<file path="src/rtl/sc_ctrl_pkg.sv">
// Shared types and constants for the stochastic-computing chain sequencer.
// No logic; pure declarations.
// No flow control.
package sc_ctrl_pkg;

    // Sequencer states, 2-bit encoding
    typedef enum logic [1:0] {
        ST_IDLE   = 2'd0,
        ST_WARMUP = 2'd1,
        ST_RUN    = 2'd2,
        ST_DONE   = 2'd3
    } state_e;

    // Select-stream generator: x^16 + x^14 + x^13 + x^11 + 1
    localparam int          LFSR_W       = 16;
    localparam logic [15:0] LFSR_TAPS    = 16'hB400;
    localparam logic [15:0] DEFAULT_SEED = 16'hACE1;

    function automatic int max_int(input int a, input int b);
        return (a > b) ? a : b;
    endfunction

endpackage

</file>
<file path="src/rtl/sc_adder_chain_ctrl_if.sv">
// Host/chain-facing bundle of the sequencer: command, chain bitstreams, status.
// No logic; carries signals between host, chain and sequencer.
// No flow control beyond the start/done handshake.
interface sc_adder_chain_ctrl_if #(
    parameter int N     = 2,
    parameter int LEN_W = 10
);
    logic             start;
    logic             abort;
    logic [LEN_W-1:0] len;
    logic             sum_in;
    logic             stream_en;
    logic [N-2:0]     sel;
    logic             busy;
    logic             done;
    logic [LEN_W-1:0] count;

    // Host / chain side
    modport master (
        output start, abort, len, sum_in,
        input  stream_en, sel, busy, done, count
    );

    // Sequencer side
    modport slave (
        input  start, abort, len, sum_in,
        output stream_en, sel, busy, done, count
    );
endinterface

</file>
<file path="src/rtl/sc_lfsr.sv">
// Fibonacci LFSR, shift-left, feedback = XOR of the TAPS-selected bits.
// q updates one cycle after load/en; load has priority over en.
// No backpressure: holds its value while en is low.
module sc_lfsr
    import sc_ctrl_pkg::*;
#(
    parameter int           W    = LFSR_W,
    parameter logic [W-1:0] TAPS = LFSR_TAPS,
    parameter logic [W-1:0] SEED = DEFAULT_SEED
) (
    input  logic         clk,
    input  logic         rst,
    input  logic         load,
    input  logic         en,
    output logic [W-1:0] q
);
    logic [W-1:0] lfsr_q;
    logic [W-1:0] lfsr_d;
    logic         fb;

    // Next value: reload, advance one step, or hold
    always_comb begin
        fb     = ^(lfsr_q & TAPS);
        lfsr_d = lfsr_q;
        if (load) begin
            lfsr_d = SEED;
        end else if (en) begin
            lfsr_d = {lfsr_q[W-2:0], fb};
        end
    end

    // State register; reset returns to the seed
    always_ff @(posedge clk) begin
        if (rst) begin
            lfsr_q <= SEED;
        end else begin
            lfsr_q <= lfsr_d;
        end
    end

    assign q = lfsr_q;

endmodule

</file>
<file path="src/rtl/sc_adder_chain_ctrl.sv">
// Sequences one SC evaluation: reseed selects, discard warm-up bits, count 1s for len cycles.
// busy from start+1; done at start+WARMUP+len+1 (start+1 when len==0).
// No backpressure: start is only taken in IDLE, abort cancels with no done.
module sc_adder_chain_ctrl
    import sc_ctrl_pkg::*;
#(
    parameter int          N      = 2,
    parameter int          WARMUP = N - 2,
    parameter int          LEN_W  = 10,
    parameter logic [15:0] SEED   = DEFAULT_SEED
) (
    input  logic                   clk,
    input  logic                   rst,
    sc_adder_chain_ctrl_if.slave   bus
);
    localparam int CNT_W = max_int(LEN_W, $clog2(WARMUP + 1));
    localparam logic [CNT_W-1:0] WARM_LOAD = (WARMUP > 0) ? CNT_W'(WARMUP - 1) : '0;

    state_e             state_q, state_d;
    logic [LEN_W-1:0]   len_q, len_d;
    logic [CNT_W-1:0]   cnt_q, cnt_d;
    logic [LEN_W-1:0]   count_q, count_d;
    logic [LFSR_W-1:0]  lfsr_q;
    logic               accept;
    logic               lfsr_load;
    logic               busy;
    logic               done;
    logic               lfsr_unused;

    // abort wins over start in the same cycle
    assign accept    = (state_q == ST_IDLE) && bus.start && !bus.abort;
    assign lfsr_load = accept;

    // State register
    always_ff @(posedge clk) begin
        if (rst) begin
            state_q <= ST_IDLE;
        end else begin
            state_q <= state_d;
        end
    end

    // Next-state logic
    always_comb begin
        state_d = state_q;
        unique case (state_q)
            ST_IDLE: begin
                if (accept) begin
                    if (bus.len == '0) begin
                        state_d = ST_DONE;
                    end else if (WARMUP == 0) begin
                        state_d = ST_RUN;
                    end else begin
                        state_d = ST_WARMUP;
                    end
                end
            end
            ST_WARMUP: begin
                if (bus.abort) begin
                    state_d = ST_IDLE;
                end else if (cnt_q == '0) begin
                    state_d = ST_RUN;
                end
            end
            ST_RUN: begin
                if (bus.abort) begin
                    state_d = ST_IDLE;
                end else if (cnt_q == '0) begin
                    state_d = ST_DONE;
                end
            end
            ST_DONE: state_d = ST_IDLE;
            default: state_d = ST_IDLE;
        endcase
    end

    // Outputs decoded from the state register
    always_comb begin
        busy = (state_q == ST_WARMUP) || (state_q == ST_RUN);
        done = (state_q == ST_DONE);
    end

    // Down-counter (cycles left in phase), latched length and ones counter
    always_comb begin
        len_d   = len_q;
        cnt_d   = cnt_q;
        count_d = count_q;
        unique case (state_q)
            ST_IDLE: begin
                if (accept) begin
                    len_d   = bus.len;
                    count_d = '0;
                    cnt_d   = (WARMUP == 0) ? (CNT_W'(bus.len) - CNT_W'(1)) : WARM_LOAD;
                end
            end
            ST_WARMUP: begin
                // len_q is nonzero here: zero-length starts bypass WARMUP
                if (cnt_q == '0) begin
                    cnt_d = CNT_W'(len_q) - CNT_W'(1);
                end else begin
                    cnt_d = cnt_q - CNT_W'(1);
                end
            end
            ST_RUN: begin
                // count cannot exceed len_q, so it never wraps
                count_d = count_q + {{(LEN_W-1){1'b0}}, bus.sum_in};
                cnt_d   = cnt_q - CNT_W'(1);
            end
            default: ;
        endcase
    end

    // Datapath registers
    always_ff @(posedge clk) begin
        if (rst) begin
            len_q   <= '0;
            cnt_q   <= '0;
            count_q <= '0;
        end else begin
            len_q   <= len_d;
            cnt_q   <= cnt_d;
            count_q <= count_d;
        end
    end

    sc_lfsr #(
        .W    (LFSR_W),
        .TAPS (LFSR_TAPS),
        .SEED (SEED)
    ) u_lfsr (
        .clk  (clk),
        .rst  (rst),
        .load (lfsr_load),
        .en   (busy),
        .q    (lfsr_q)
    );

    // Only the low N-1 bits feed the chain selects
    assign lfsr_unused   = ^lfsr_q;
    assign bus.sel       = lfsr_q[N-2:0];
    assign bus.stream_en = busy;
    assign bus.busy      = busy;
    assign bus.done      = done;
    assign bus.count     = count_q;

endmodule
</file>
<file path="src/flat_wrapper.sv">
// flat-port wrapper written by rule: the top's interface ports become plain ports
module sc_adder_chain_ctrl_flat import sc_ctrl_pkg::*;
#(
    parameter int          N      = 2,
    parameter int          WARMUP = N - 2,
    parameter int          LEN_W  = 10,
    parameter logic [15:0] SEED   = DEFAULT_SEED
)
  (clk, rst, bus_start, bus_abort, bus_len, bus_sum_in, bus_stream_en, bus_sel, bus_busy, bus_done, bus_count);
  sc_adder_chain_ctrl_if #(.N(N), .LEN_W(LEN_W)) bus_i ();
  input  logic clk;
  input  logic rst;
  input wire logic [$bits(bus_i.start)-1:0] bus_start;
  input wire logic [$bits(bus_i.abort)-1:0] bus_abort;
  input wire logic [$bits(bus_i.len)-1:0] bus_len;
  input wire logic [$bits(bus_i.sum_in)-1:0] bus_sum_in;
  output wire logic [$bits(bus_i.stream_en)-1:0] bus_stream_en;
  output wire logic [$bits(bus_i.sel)-1:0] bus_sel;
  output wire logic [$bits(bus_i.busy)-1:0] bus_busy;
  output wire logic [$bits(bus_i.done)-1:0] bus_done;
  output wire logic [$bits(bus_i.count)-1:0] bus_count;
  assign bus_i.start = bus_start;
  assign bus_i.abort = bus_abort;
  assign bus_i.len = bus_len;
  assign bus_i.sum_in = bus_sum_in;
  assign bus_stream_en = bus_i.stream_en;
  assign bus_sel = bus_i.sel;
  assign bus_busy = bus_i.busy;
  assign bus_done = bus_i.done;
  assign bus_count = bus_i.count;
  sc_adder_chain_ctrl #(.N(N), .WARMUP(WARMUP), .LEN_W(LEN_W), .SEED(SEED)) u_core (.clk(clk), .rst(rst), .bus(bus_i));
endmodule
</file>
<file path="config.mk">
export PLATFORM = sky130hd
export DESIGN_NAME = sc_adder_chain_ctrl_flat
export DESIGN_NICKNAME = d
export VERILOG_FILES = /design/src/rtl/sc_ctrl_pkg.sv /design/src/rtl/sc_adder_chain_ctrl_if.sv /design/src/rtl/sc_lfsr.sv /design/src/rtl/sc_adder_chain_ctrl.sv /design/src/flat_wrapper.sv
export SDC_FILE = /design/constraint.sdc
export NUM_CORES = 1
export LEC_CHECK = 0
export ABC_AREA = 0
export CORE_ASPECT_RATIO = 1.4
export CORE_MARGIN = 3
export CORE_UTILIZATION = 38
export DETAILED_ROUTE_END_ITERATION = 8
export HOLD_SLACK_MARGIN = 0.06
export PLACE_DENSITY = 0.56
export SLEW_MARGIN = 10
export SYNTH_ARGS = -nofsm -noshare
export SYNTH_HDL_FRONTEND = slang
export SYNTH_SLANG_ARGS = --single-unit
</file>
<file path="constraint.sdc">
create_clock -name clk -period 1.8 [get_ports clk]
set_clock_uncertainty 0.05 [all_clocks]
set_input_delay 0.36 -clock clk [delete_from_list [all_inputs] [get_ports clk]]
set_output_delay 0.36 -clock clk [all_outputs]
set_load 0.05 [all_outputs]
</file>
==> impl_metrics.toml <==
[timing]
min_period_over_period = 1.07
report.final.slew_viol_count = 0
rsz0062_at_grt = "true"
fmax_mhz = 517
fin_crit_ns = 1.93
max_slew_margin = 0.666
hold_violations = 0
finalSetupViolations = 5
tightestPinTransition_ns = 0.496
timing.final.ws_setup_ns = -0.134

[cells_and_area]
synthToLayoutAreaGrowth_pct = 45.7
fin_cells = 524
finish.utilization = 0.577
layout.nets = 453
layout-drive-gt1-share = 0.340
num_antenna_cells = 0
design_area_mm2 = 0.00405
n_fill_cell = 688

[worst_setup_path]
crit_cells = 7
worst_ep_required_time_ns = 1.98
end_kind = "flop"
r2r-end = "u_core.cnt_q[9]"
crit_buf_inv = 1
path_cells = "inv_2 > ha_4 > or4b_4 > o21a_1 > o41ai_2 > o211ai_1 > a221oi_2"
r2r_start = "u_core.cnt_q[0]"
worst-r2r-setup-slack_ns = -0.13
critPathMaxStageDelay_ns = 0.50
startpoint_type = "flop"
path_max_fanout = 4
critical_path_class = "reg2reg"
slowest_stage = "or4b_4"
critPathLaunch = "u_core.cnt_q[0]"
cp.arrival_ns = 2.11
crit_end = "u_core.cnt_q[9]"
r2r.worst_path.cells = 7
crit_family = "compound AO/OA/AOI/OAI gates"

[synth]
synth_top_area_cell = "dfxtp_1"
synth_cell_types = 60
mappedNetlistArea_mm2 = 0.00278
synth_edf_count = 0
ys_ff_latch = 48
yosys-top-cells-area = "dfxtp_1 (35%), mux2i_1 (6.8%), nand2_1 (5.4%)"
netlist.area_leader.share = 0.346
ys_seq_area_frac = 0.346
syn_inst = 336
syn_avg_cell_area_um2 = 8.27
async_flop_share = 0
yosysWarnings = 0
synth_nets = 361
ys.flop_type = "dfxtp_1"

[die]
die-area_mm2 = 0.00839
io_pins = 29
die_w_um = 78.3
dieHeight_um = 107
core_region_area_mm2 = 0.00703
rows = 36
start_util = 0.396

[place]
post-dp-hpwl_um = 5780
placed_area_mm2 = 0.00365
placed_cells = 505
gp_congestion = 0.858
port_buffers = 28

[route]
routed-via-count = 2763
drt-initial-drc-count = 173
firstDrtPassIters = 4
antenna_left = 0
drc_errors = 0
vias_per_cell = 5.27
post_drt_wl_per_cell_um = 14.8
wl_um = 7740

[global_route]
grt_pass1_vias = 2655
grt_first_pass_wirelength_um = 12800
grt_max_degree = 19
antenna_found_initial = 0
grt_usage = 0.189
grt_overflow_total = 0

[run]
maxCapViolations = 0

[clocking]
root_buffer = "clkbuf_8"
clock_latency_ns = 0.31
cts_made_buffers = 5
clk_pin_slew_ns = 0.11
cts_tree = "built"
clock_path_buffers = 2
h-tree-depth = 2
cts.sink_count = 48

[status]
violations = "setup timing"
status = "complete, but fails checks"

[pwr]
report.power.total_mw = 4.61
ir_drop_uv = 704
power.leakage_nw = 1.64
p_per_area_mw_per_mm2 = 1140

[hold_path]
min_path_type = "reg2reg"
min-delay-start = "u_core.u_lfsr.q[9]"
cells in the mapped netlist (4+ instances only):
cell	instances
mux2i_1	19
a21oi_1	23
or3_1	5
ha_1	10
dfxtp_1	48
nand4_1	7
xnor2_1	9
nor3_1	8
nor4_1	4
xor2_1	16
inv_1	13
clkbuf_1	9
nand2_1	40
o21ai_0	11
nand3_1	6
nor2_1	39
metrics by stage:
| step | worst slack [ns] | TNS (ns) | hold WS (ns) |
|---|---|---|---|
| after floorplan | -0.114 | -0.296 | 0.391 |
| final | -0.134 | -0.457 | 0.421 |
| after CTS | -0.104 | -0.395 | 0.438 |
| after global routing | -0.204 | -1.20 | 0.465 |
| after global placement | -0.470 | -5.03 | 0.402 |
| after detailed placement | -0.534 | -5.43 | 0.412 |
per-layer routing:
layer  vias up  wire length [um]  GRT usage
met1      1313              3440      0.245
met3         9               198     0.0261
met5         -                 0          0
met4         0                94     0.0563
li1       1389                 -          -
met2        52              4010      0.325
report_power, final:
part	switching, mW	internal [mW]
Sequential	0.117	1.19
Combinational	1.26	1.22
Clock	0.406	0.419
how the worst min path moves through the flow:
stage	slack [ns]	cells past startpoint	endpoint
after floorplan	0.39	2	u_core.u_lfsr.q[11]
after global routing	0.46	2	u_core.u_lfsr.q[10]
after CTS	0.44	2	u_core.u_lfsr.q[11]
after detailed placement	0.41	2	u_core.u_lfsr.q[11]
after global placement	0.40	2	u_core.u_lfsr.q[6]
final	0.42	2	u_core.u_lfsr.q[10]
tightest hold or removal path, stage by stage (launching register included):
cell and delay (ns):
dfxtp_1 0.34, mux2i_1 0.07, nand2_1 0.06
flip-flops by register name, indices dropped and copies added, names as in the netlist:
register          count
u_core.bus.count     10
u_core.cnt_q         10
u_core.len_q         10
u_core.state_q        2
u_core.u_lfsr.q      16
area by class of cell:
class | instances | area, um^2 | share of cell area
Clock buffer | 5 | 68.8 | 0.0170
Clock inverter | 3 | 46.3 | 0.0114
Inverter | 13 | 55.1 | 0.0136
Multi-Input combinational cell | 261 | 1930 | 0.477
Sequential cell | 48 | 967 | 0.239
Tap cell | 95 | 119 | 0.0293
Timing Repair Buffer | 99 | 862 | 0.213
cell usage in the layout, fill, tap and decap left out, types with 3 or more instances in the layout:
master           instances
clkdlybuf4s50_1         11
xor2_1                  15
nor4_1                   3
buf_4                   75
a21oi_1                 18
nor2_1                  33
o21ai_0                  8
xnor2_1                  9
inv_1                    8
dfxtp_2                  5
nor3_1                   7
clkbuf_8                 5
a21oi_2                  5
o211ai_1                 3
or3_1                    5
nand3_1                  5
ha_1                     8
nand2_1                 39
dfxtp_1                 43
inv_2                    3
nand3b_1                 3
nand4_1                  7
o21ai_1                  4
buf_12                   6
or4_4                    3
and3_1                   3
buf_6                    3
mux2i_1                 18
nor2_2                   6
kinds of logic after synthesis:
kind of cell,count (synthesis),share of synthesized area
AND/OR/NAND/NOR,135,0.248
AO/OA/AOI/OAI,72,0.176
flip-flops,48,0.346
buffers and inverters,27,0.0387
XOR/XNOR,25,0.0788
multiplexers,19,0.0684
adder cells (fa/ha/maj),10,0.0450
timing repair:
item                                    in CTS  in global routing
endpoints found under the setup margin      14                 17
pin swaps                                   10                 23
hold buffers                                 0                  0
cloned                                       0                  1
gates resized for setup                     23                 28
setup buffers                                3                  7
No activity file was read; power rests on OpenSTA's default activity.
